--- src/rtl/addsub_mod_pkg.sv ---
// addsub_mod_pkg: op encoding and default parameters for the modular add/sub pipeline
package addsub_mod_pkg;
  typedef enum logic [1:0] {OP_ADD = 2'b00, OP_SUB = 2'b01, OP_NEG = 2'b10, OP_DBL = 2'b11} op_e;
  localparam int DEF_WIDTH = 32;
  localparam logic [31:0] DEF_MODULUS = 32'hFFFF_FFFB;
  localparam int LATENCY = 2;
endpackage

--- src/rtl/mod_correct.sv ---
// mod_correct: folds a raw (WIDTH+1)-bit sum/difference back into [0, MODULUS)
module mod_correct
  import addsub_mod_pkg::*;
#(
  parameter int WIDTH = DEF_WIDTH,
  parameter logic [WIDTH-1:0] MODULUS = WIDTH'(DEF_MODULUS)
) (
  input  logic [WIDTH:0]   raw_i,
  input  logic             sub_i,
  output logic [WIDTH-1:0] res_o
);
  logic [WIDTH:0]   dn;
  logic [WIDTH-1:0] up;
  // dn[WIDTH] is the borrow of raw - P for any in-range add/dbl result
  assign dn = raw_i - {1'b0, MODULUS};
  assign up = raw_i[WIDTH-1:0] + MODULUS;
  assign res_o = sub_i ? (raw_i[WIDTH] ? up : raw_i[WIDTH-1:0])
                       : (dn[WIDTH] ? raw_i[WIDTH-1:0] : dn[WIDTH-1:0]);
endmodule

--- src/rtl/addsub_mod_pipe.sv ---
// addsub_mod_pipe: two-stage valid/ready modular add/sub/neg/dbl pipeline
module addsub_mod_pipe
  import addsub_mod_pkg::*;
#(
  parameter int WIDTH = DEF_WIDTH,
  parameter logic [WIDTH-1:0] MODULUS = WIDTH'(DEF_MODULUS),
  parameter int TAG_W = 8
) (
  input  logic             clk,
  input  logic             rst,
  input  logic             in_valid,
  output logic             in_ready,
  input  logic [1:0]       in_op,
  input  logic [WIDTH-1:0] in_a,
  input  logic [WIDTH-1:0] in_b,
  input  logic [TAG_W-1:0] in_tag,
  output logic             out_valid,
  input  logic             out_ready,
  output logic [WIDTH-1:0] out_res,
  output logic [TAG_W-1:0] out_tag,
  output logic             busy
);
  op_e              op;
  logic [WIDTH-1:0] x, y;
  logic             sub_d, sub_q;
  logic [WIDTH:0]   raw_d, raw_q;
  logic [TAG_W-1:0] tag1_q, tag2_q;
  logic [WIDTH-1:0] corr, res_q;
  logic             s1_v_d, s1_v_q, s2_v_d, s2_v_q;
  logic             in_fire, s1_adv;
  always_comb begin
    op    = op_e'(in_op);
    x     = (op == OP_NEG) ? '0 : in_a;
    y     = (op == OP_DBL) ? in_a : in_b;
    sub_d = (op == OP_SUB) || (op == OP_NEG);
    raw_d = sub_d ? {1'b0, x} - {1'b0, y} : {1'b0, x} + {1'b0, y};
  end
  // in_ready depends on out_ready and state only, never on in_valid
  assign s1_adv   = s1_v_q && (!s2_v_q || out_ready);
  assign in_ready = !s1_v_q || s1_adv;
  assign in_fire  = in_valid && in_ready;
  assign s1_v_d   = in_fire ? 1'b1 : (s1_adv ? 1'b0 : s1_v_q);
  assign s2_v_d   = s1_adv ? 1'b1 : (out_ready ? 1'b0 : s2_v_q);
  always_ff @(posedge clk or posedge rst) begin
    if (rst) begin
      s1_v_q <= 1'b0;
      s2_v_q <= 1'b0;
    end else begin
      s1_v_q <= s1_v_d;
      s2_v_q <= s2_v_d;
    end
  end
  always_ff @(posedge clk) begin
    if (in_fire) begin
      raw_q  <= raw_d;
      sub_q  <= sub_d;
      tag1_q <= in_tag;
    end
    if (s1_adv) begin
      res_q  <= corr;
      tag2_q <= tag1_q;
    end
  end
  mod_correct #(.WIDTH(WIDTH), .MODULUS(MODULUS)) u_corr (
    .raw_i(raw_q),
    .sub_i(sub_q),
    .res_o(corr)
  );
  assign out_valid = s2_v_q;
  assign out_res   = s2_v_q ? res_q : '0;
  assign out_tag   = s2_v_q ? tag2_q : '0;
  assign busy      = s1_v_q || s2_v_q;
endmodule

--- config.mk ---
export PLATFORM = sky130hd
export DESIGN_NAME = addsub_mod_pipe
export DESIGN_NICKNAME = d
export VERILOG_FILES = /design/src/rtl/addsub_mod_pkg.sv /design/src/rtl/mod_correct.sv /design/src/rtl/addsub_mod_pipe.sv
export SDC_FILE = /design/constraint.sdc
export NUM_CORES = 1
export LEC_CHECK = 0
export ABC_AREA = 1
export BUFFER_PORTS_ARGS = -buffer_cell sky130_fd_sc_hd__buf_2
export CORE_UTILIZATION = 40
export DETAILED_ROUTE_END_ITERATION = 7
export GPL_ROUTABILITY_DRIVEN = 0
export SLEW_MARGIN = 20
export SYNTH_ARGS = -nofsm -noshare
export SYNTH_HDL_FRONTEND = slang
export SYNTH_SLANG_ARGS = --single-unit
--- constraint.sdc ---
create_clock -name clk -period 7.14 [get_ports clk]
set_input_delay 1.428 -clock clk [delete_from_list [all_inputs] [get_ports clk]]
set_output_delay 1.428 -clock clk [all_outputs]
set_load 0.02 [all_outputs]
After elaboration in Yosys (flattened, before gate mapping)
Cells that the tools add are included.
W data, S select, Z words.

storage, ports and cells
  bits in latches = 0
  RAM bits = 0
  input bits = 78
  output and inout port bits = 43
  memories kept = 0
  logic and storage cells = 36
  memory bits (read-only) = 0
  register bits after elaboration = 84

operators by class
  multiply operators = 0
  bitwise operators = 0
  eq/ne operators = 3
  reduce and logical (&&, ||, !) cells = 10
  add/sub/neg operators = 4
  mux-type cells = 12
  div/mod/pow operators = 0
  order comparisons = 0
  shift-type cells = 0

operators with widths
  operator                  number
  $mux W32                  6
  $add A32 B32 Y33          1
  $mux W33                  1
  $sub A32 B32 Y33          1
  $sub A33 B32 Y33 const B  1
  $add A32 B32 Y32 const B  1
  $mux W8                   1
  $eq A2 B2 Y1 const B      2
  $logic_or A1 B1 Y1        4
  $mux W1                   4
  $reduce_bool A2 Y1        2
  $eq A2 B1 Y1 const B      1
  $logic_and A1 B1 Y1       2
  $logic_not A1 Y1          2

Longest topological paths before layout
  word-level depth = 6
  mapped depth = 25
  mapped depth without buffers = 24

Hierarchy
Synthesis repeated with hierarchy kept, for this count alone.

second synthesis, totals
  cells, all modules = 1591
  area total of the unflattened synthesis = 9318.9 sq um

modules (own cells, without submodules)
  module           sequential area each (sq um)  area each (sq um)  times used  cells each
  addsub_mod_pipe  2512.4                        6827.8             1           1007
  mod_correct      0.0                           2491.1             1           584

Worst setup path after synthesis
No wires, ideal clock.

  path kind = input -> register
  start = input in_op[0]
  end = register raw_q[32], data pin
  setup time = 0.254 ns
  data required time = 6.886 ns
  data arrival time = 3.975 ns
  path buffers = 0
  stages = 20
  path slack = 2.912 ns
  cell sequence = ha_1 > inv_2 > or2_0 > o21ai_1 > ha_1 > nand2_1 > nor2_4 > nand2_1 > o21ai_2 > nand2_1 > nand2_1 > nand2_1 > ha_1 > nand2_1 > nor2_1 > nand2_1 > nor3_1 > a21oi_1 > nand2_1 > nand2_1

between the ends
  longest elaborated chain between the ends = 4
  elaborated cells on any way between the ends = 9
  those cells by class = 2 x add/sub; 3 x eq/ne; 3 x mux; 1 x reduce/logical

RTL lines
  item                                                  RTL line                                                             RTL
  from (decl)                                           addsub_mod_pipe.sv:13                                                input logic [1:0] in_op,
  $eq A2 B2 Y1, on equally long branches                addsub_mod_pipe.sv:33, addsub_mod_pipe.sv:35, addsub_mod_pipe.sv:34
  $mux W32, on equally long branches                    addsub_mod_pipe.sv:33, addsub_mod_pipe.sv:34
  $add A32 B32 Y33 or $sub A32 B32 Y33 (tied branches)  addsub_mod_pipe.sv:36                                                raw_d = sub_d ? {1'b0, x} - {1'b0, y} : {1'b0, x} + {1'b0, y};
  $mux W33 *                                            addsub_mod_pipe.sv:36
  net raw_d[32]                                         addsub_mod_pipe.sv:26                                                logic [WIDTH:0] raw_d, raw_q;
  to (signal assigned)                                  addsub_mod_pipe.sv:55                                                raw_q <= raw_d;
  to (decl)                                             addsub_mod_pipe.sv:26

The timed path passes the listed nets; every way through them passes the cells marked *.
A chain may end at the register's enable or synchronous reset.

Worst setup path in the final report
  start = input in_op[0]
  end = register raw_q[28], data pin

The elaborated chain is that of the path after synthesis.

==> summary.txt <==
Clocking
  – CTS max path bufs: 2
  – Clock root cell: clkbuf_16
  – CTS tree: done
  – Hold_buf cts: 0
  – Clk slew on worst S/H paths: 60 ps
  – Num CTS Buffers: 9
  – # resized after CTS: 0
  – Clock Latency Late Sink: between 300 and 400 ps
  – Num Clock Sinks: 84
  – H-tree depth: 3
  – Post-CTS Setup Repair Bufs: 0

Setup path
  – CP startpoint: in_op[0]
  – R2R depth: 9
  – R2R Path Start: raw_q[1]
  – Crit-path cells: buf_2 > ha_2 > inv_2 > or2_0 > o21ai_1 > ha_1 > nand2_1 > nor2_4 > nand2_1 > o21ai_2 > xnor2_1 > ha_1 > nand2_1 > nor2_1 > inv_1 > nor3_1 > nand4_1 > nand3_1 > nand2_1
  – Critical path's slowest cell: ha_2
  – Worst Path Arrival: approximately 5600 ps
  – Crit-path max cell delay: ~750 ps
  – Crit-path max FO: 48
  – Crit Path Category: input port to flop
  – CP Capture Type: flop
  – Worst setup SP type: input port
  – Crit-path most repeated cell: nand2_1
  – Worst Path Required: between 7000 and 8000 ps

Global route
  – First-pass GRT wire length: approximately 42 mm
  – GRT Overall Usage: between 20% and 30%
  – Initial antenna violation count: 0
  – Largest net degree at the start of global routing: between 40 and 50
  – Gr ovfl total: 0
  – Vias in the first global route: a little under 9,000

Floorplan
  – Die Wd: approximately 150 um
  – FP Rows: 55
  – Core outline area: 22,700 um2
  – I/O Pins: around 120
  – Die height: between 150 and 200 um
  – Die area: 23,900 um2
  – Initial core utilization: roughly two fifths

Yosys
  – Synth Warn #: 0
  – EDFF count, synth: 82
  – Synth async-reset ratio: under 10%
  – Post-synth design cell area: around 9300 um2
  – Cells after synthesis: about 1,500
  – Synth unique cells: 46
  – Count leader, synth: nand2_1
  – Synth top area cells: edfxtp_1, nand2_1, nor2_1
  – Syn_nets: roughly 1,600
  – Post-Syn Area per Cell: roughly 6.1 um2
  – Share of the synthesized area in the top cell type: between 20% and 30%
  – Post-synth top area cell: edfxtp_1
  – Seq/Total Area, Yosys: 27.0%
  – Synth cell count leaders: nand2_1, nor2_1, inv_1
  – FF+latch count, synth: between 80 and 90
  – Main flop type after synthesis: edfxtp_1

Layout
  – N_diodes: 0
  – Layout area overhead: 11.7%
  – Share of cells above drive strength 1: between 10% and 20%
  – Layout Nets: about 1,700
  – Core Util, Final: 45.8%

STA
  – Fin crit share: 77.0%
  – Unrepaired setup endpoints after global routing: false
  – Slew Viols, Final: 0
  – Tmin final: between 5000 and 6000 ps
  – Worst slew margin: between 40% and 50%
  – Final Skew: around 9.5 ps
  – Setup TNS: 0 ps
  – Setup violations, final: 0
  – Max Fclk: about 180 MHz
  – Worst Tran Pin Value: slightly below 900 ps
  – Hold Vio Cnt, Final: 0

Routing
  – Final WL: around 26 mm
  – Post-route ant nets: 0
  – Average wire per standard cell: 13.6 um
  – Drt via density: just under 5
  – DRC Markers: 0
  – Vias: between 9,000 and 10,000
  – Pre-antenna DRT Iters: 5
  – Initial DRC count: between 500 and 600

Flow run
  – Max_cap viols: 0

Power
  – Cell leakage power: between 5 and 6 nW
  – Pwr Density: between 200 and 250 nW/um2
  – Maximum vdd ir drop: 0.113 mV
  – Tot Pwr: roughly 2.3 mW

Min path
  – Hold path start: tag1_q[1]
  – Hold Crit Depth: 0
  – Tightest Hold Check Type: flop to flop

Status
  – Status: completed

Placed design
  – Dpl hpwl: between 20 and 25 mm
  – Port bufs: 120
## state kept, by name (all words and copies together), names as in the netlist
name,cells
out_valid,1
tag1_q,8
raw_q,33
res_q,32
sub_q,1
tag2_q,8
s1_v_q,1
## critical path: cells and delay by family
| family | cells | cell delay, ps |
|---|---|---|
| xor gates and xnor gates | 1 | 90 |
| AOI/OAI and AO/OA | 2 | 360 |
| and+or+nand+nor | 10 | 1750 |
| adders and majority gates | 3 | 1370 |
| buffers and inverters | 3 | 570 |
## metal layers
metal	part of all wire [%]	vias up	global-route usage (%)	wire, um
li1	-	4988	-	-
met1	45	4060	26.9	11500
met3	4.3	66	1.82	1110
met2	47	295	39.3	12200
met5	0	-	0	0
met4	3.9	0	10.2	1000
## cell usage in the layout, fill, tap and decap left out, drive strengths merged, types with 4 or more instances in the layout
| cell type | count |
|---|---|
| inv | 186 |
| buf | 127 |
| ha | 37 |
| nor2 | 247 |
| nand3b | 8 |
| a21o | 4 |
| clkinv | 5 |
| nor3 | 15 |
| xor2 | 49 |
| nand4 | 24 |
| clkbuf | 10 |
| edfxtp | 82 |
| o21ai | 80 |
| a21oi | 54 |
| nand3 | 73 |
| xnor2 | 8 |
| nand2 | 588 |
| o211ai | 5 |
## kinds of logic (layout without fill, tap and decap cells)
logic type               Yosys count  after routing  share of synthesized area [%]
AO/OA/AOI/OAI                    150            150                           9.29
flip-flops                        84             84                           27.0
XOR/XNOR                          57             57                           5.44
adder cells (fa/ha/maj)           38             38                           5.18
AND/OR/NAND/NOR                  960            960                           42.8
buffers and inverters            228            330                           10.3
## worst paths after layout
path | to | slack [ps]
min in group asynchronous | out_valid | 920
max in group asynchronous | s1_v_q | 6110
worst min-delay path | tag2_q[1] | 420
worst max register to register | res_q[19] | 4690
worst min register to register | tag2_q[1] | 420
worst max-delay path | raw_q[28] | 1640
## cell type report
| class | instances | area [um2] |
|---|---|---|
| Clock buffer | 10 | 229 |
| Fill cell | 2478 | 12300 |
| Multi-Input combinational cell | 1205 | 5860 |
| Sequential cell | 84 | 2510 |
| Inverter | 187 | 702 |
| Timing Repair Buffer | 127 | 653 |
| Tap cell | 285 | 357 |
| Clock inverter | 6 | 95.1 |
## stage by stage
step | area (um2) | cells | hold slack [ps] | setup slack (ps)
finish | 10400 | 1904 | 421 | 1640
global route | 10400 | 1904 | 428 | 1130
CTS | 10400 | 1904 | 422 | 1630
detailed placement | 10100 | 1888 | 406 | 1280
global placement | 10100 | 1888 | 401 | 1400
floorplan | 9320 | 1517 | 400 | 2910
## report_power, final
group / switching [mW] / internal, mW / total (mW)
clock: 0.198 / 0.310 / 0.508
combinational: 0.700 / 0.342 / 1.04
sequential: 0.0986 / 0.681 / 0.780
total: 0.997 / 1.33 / 2.33
Power figures use the tool's default switching activity.
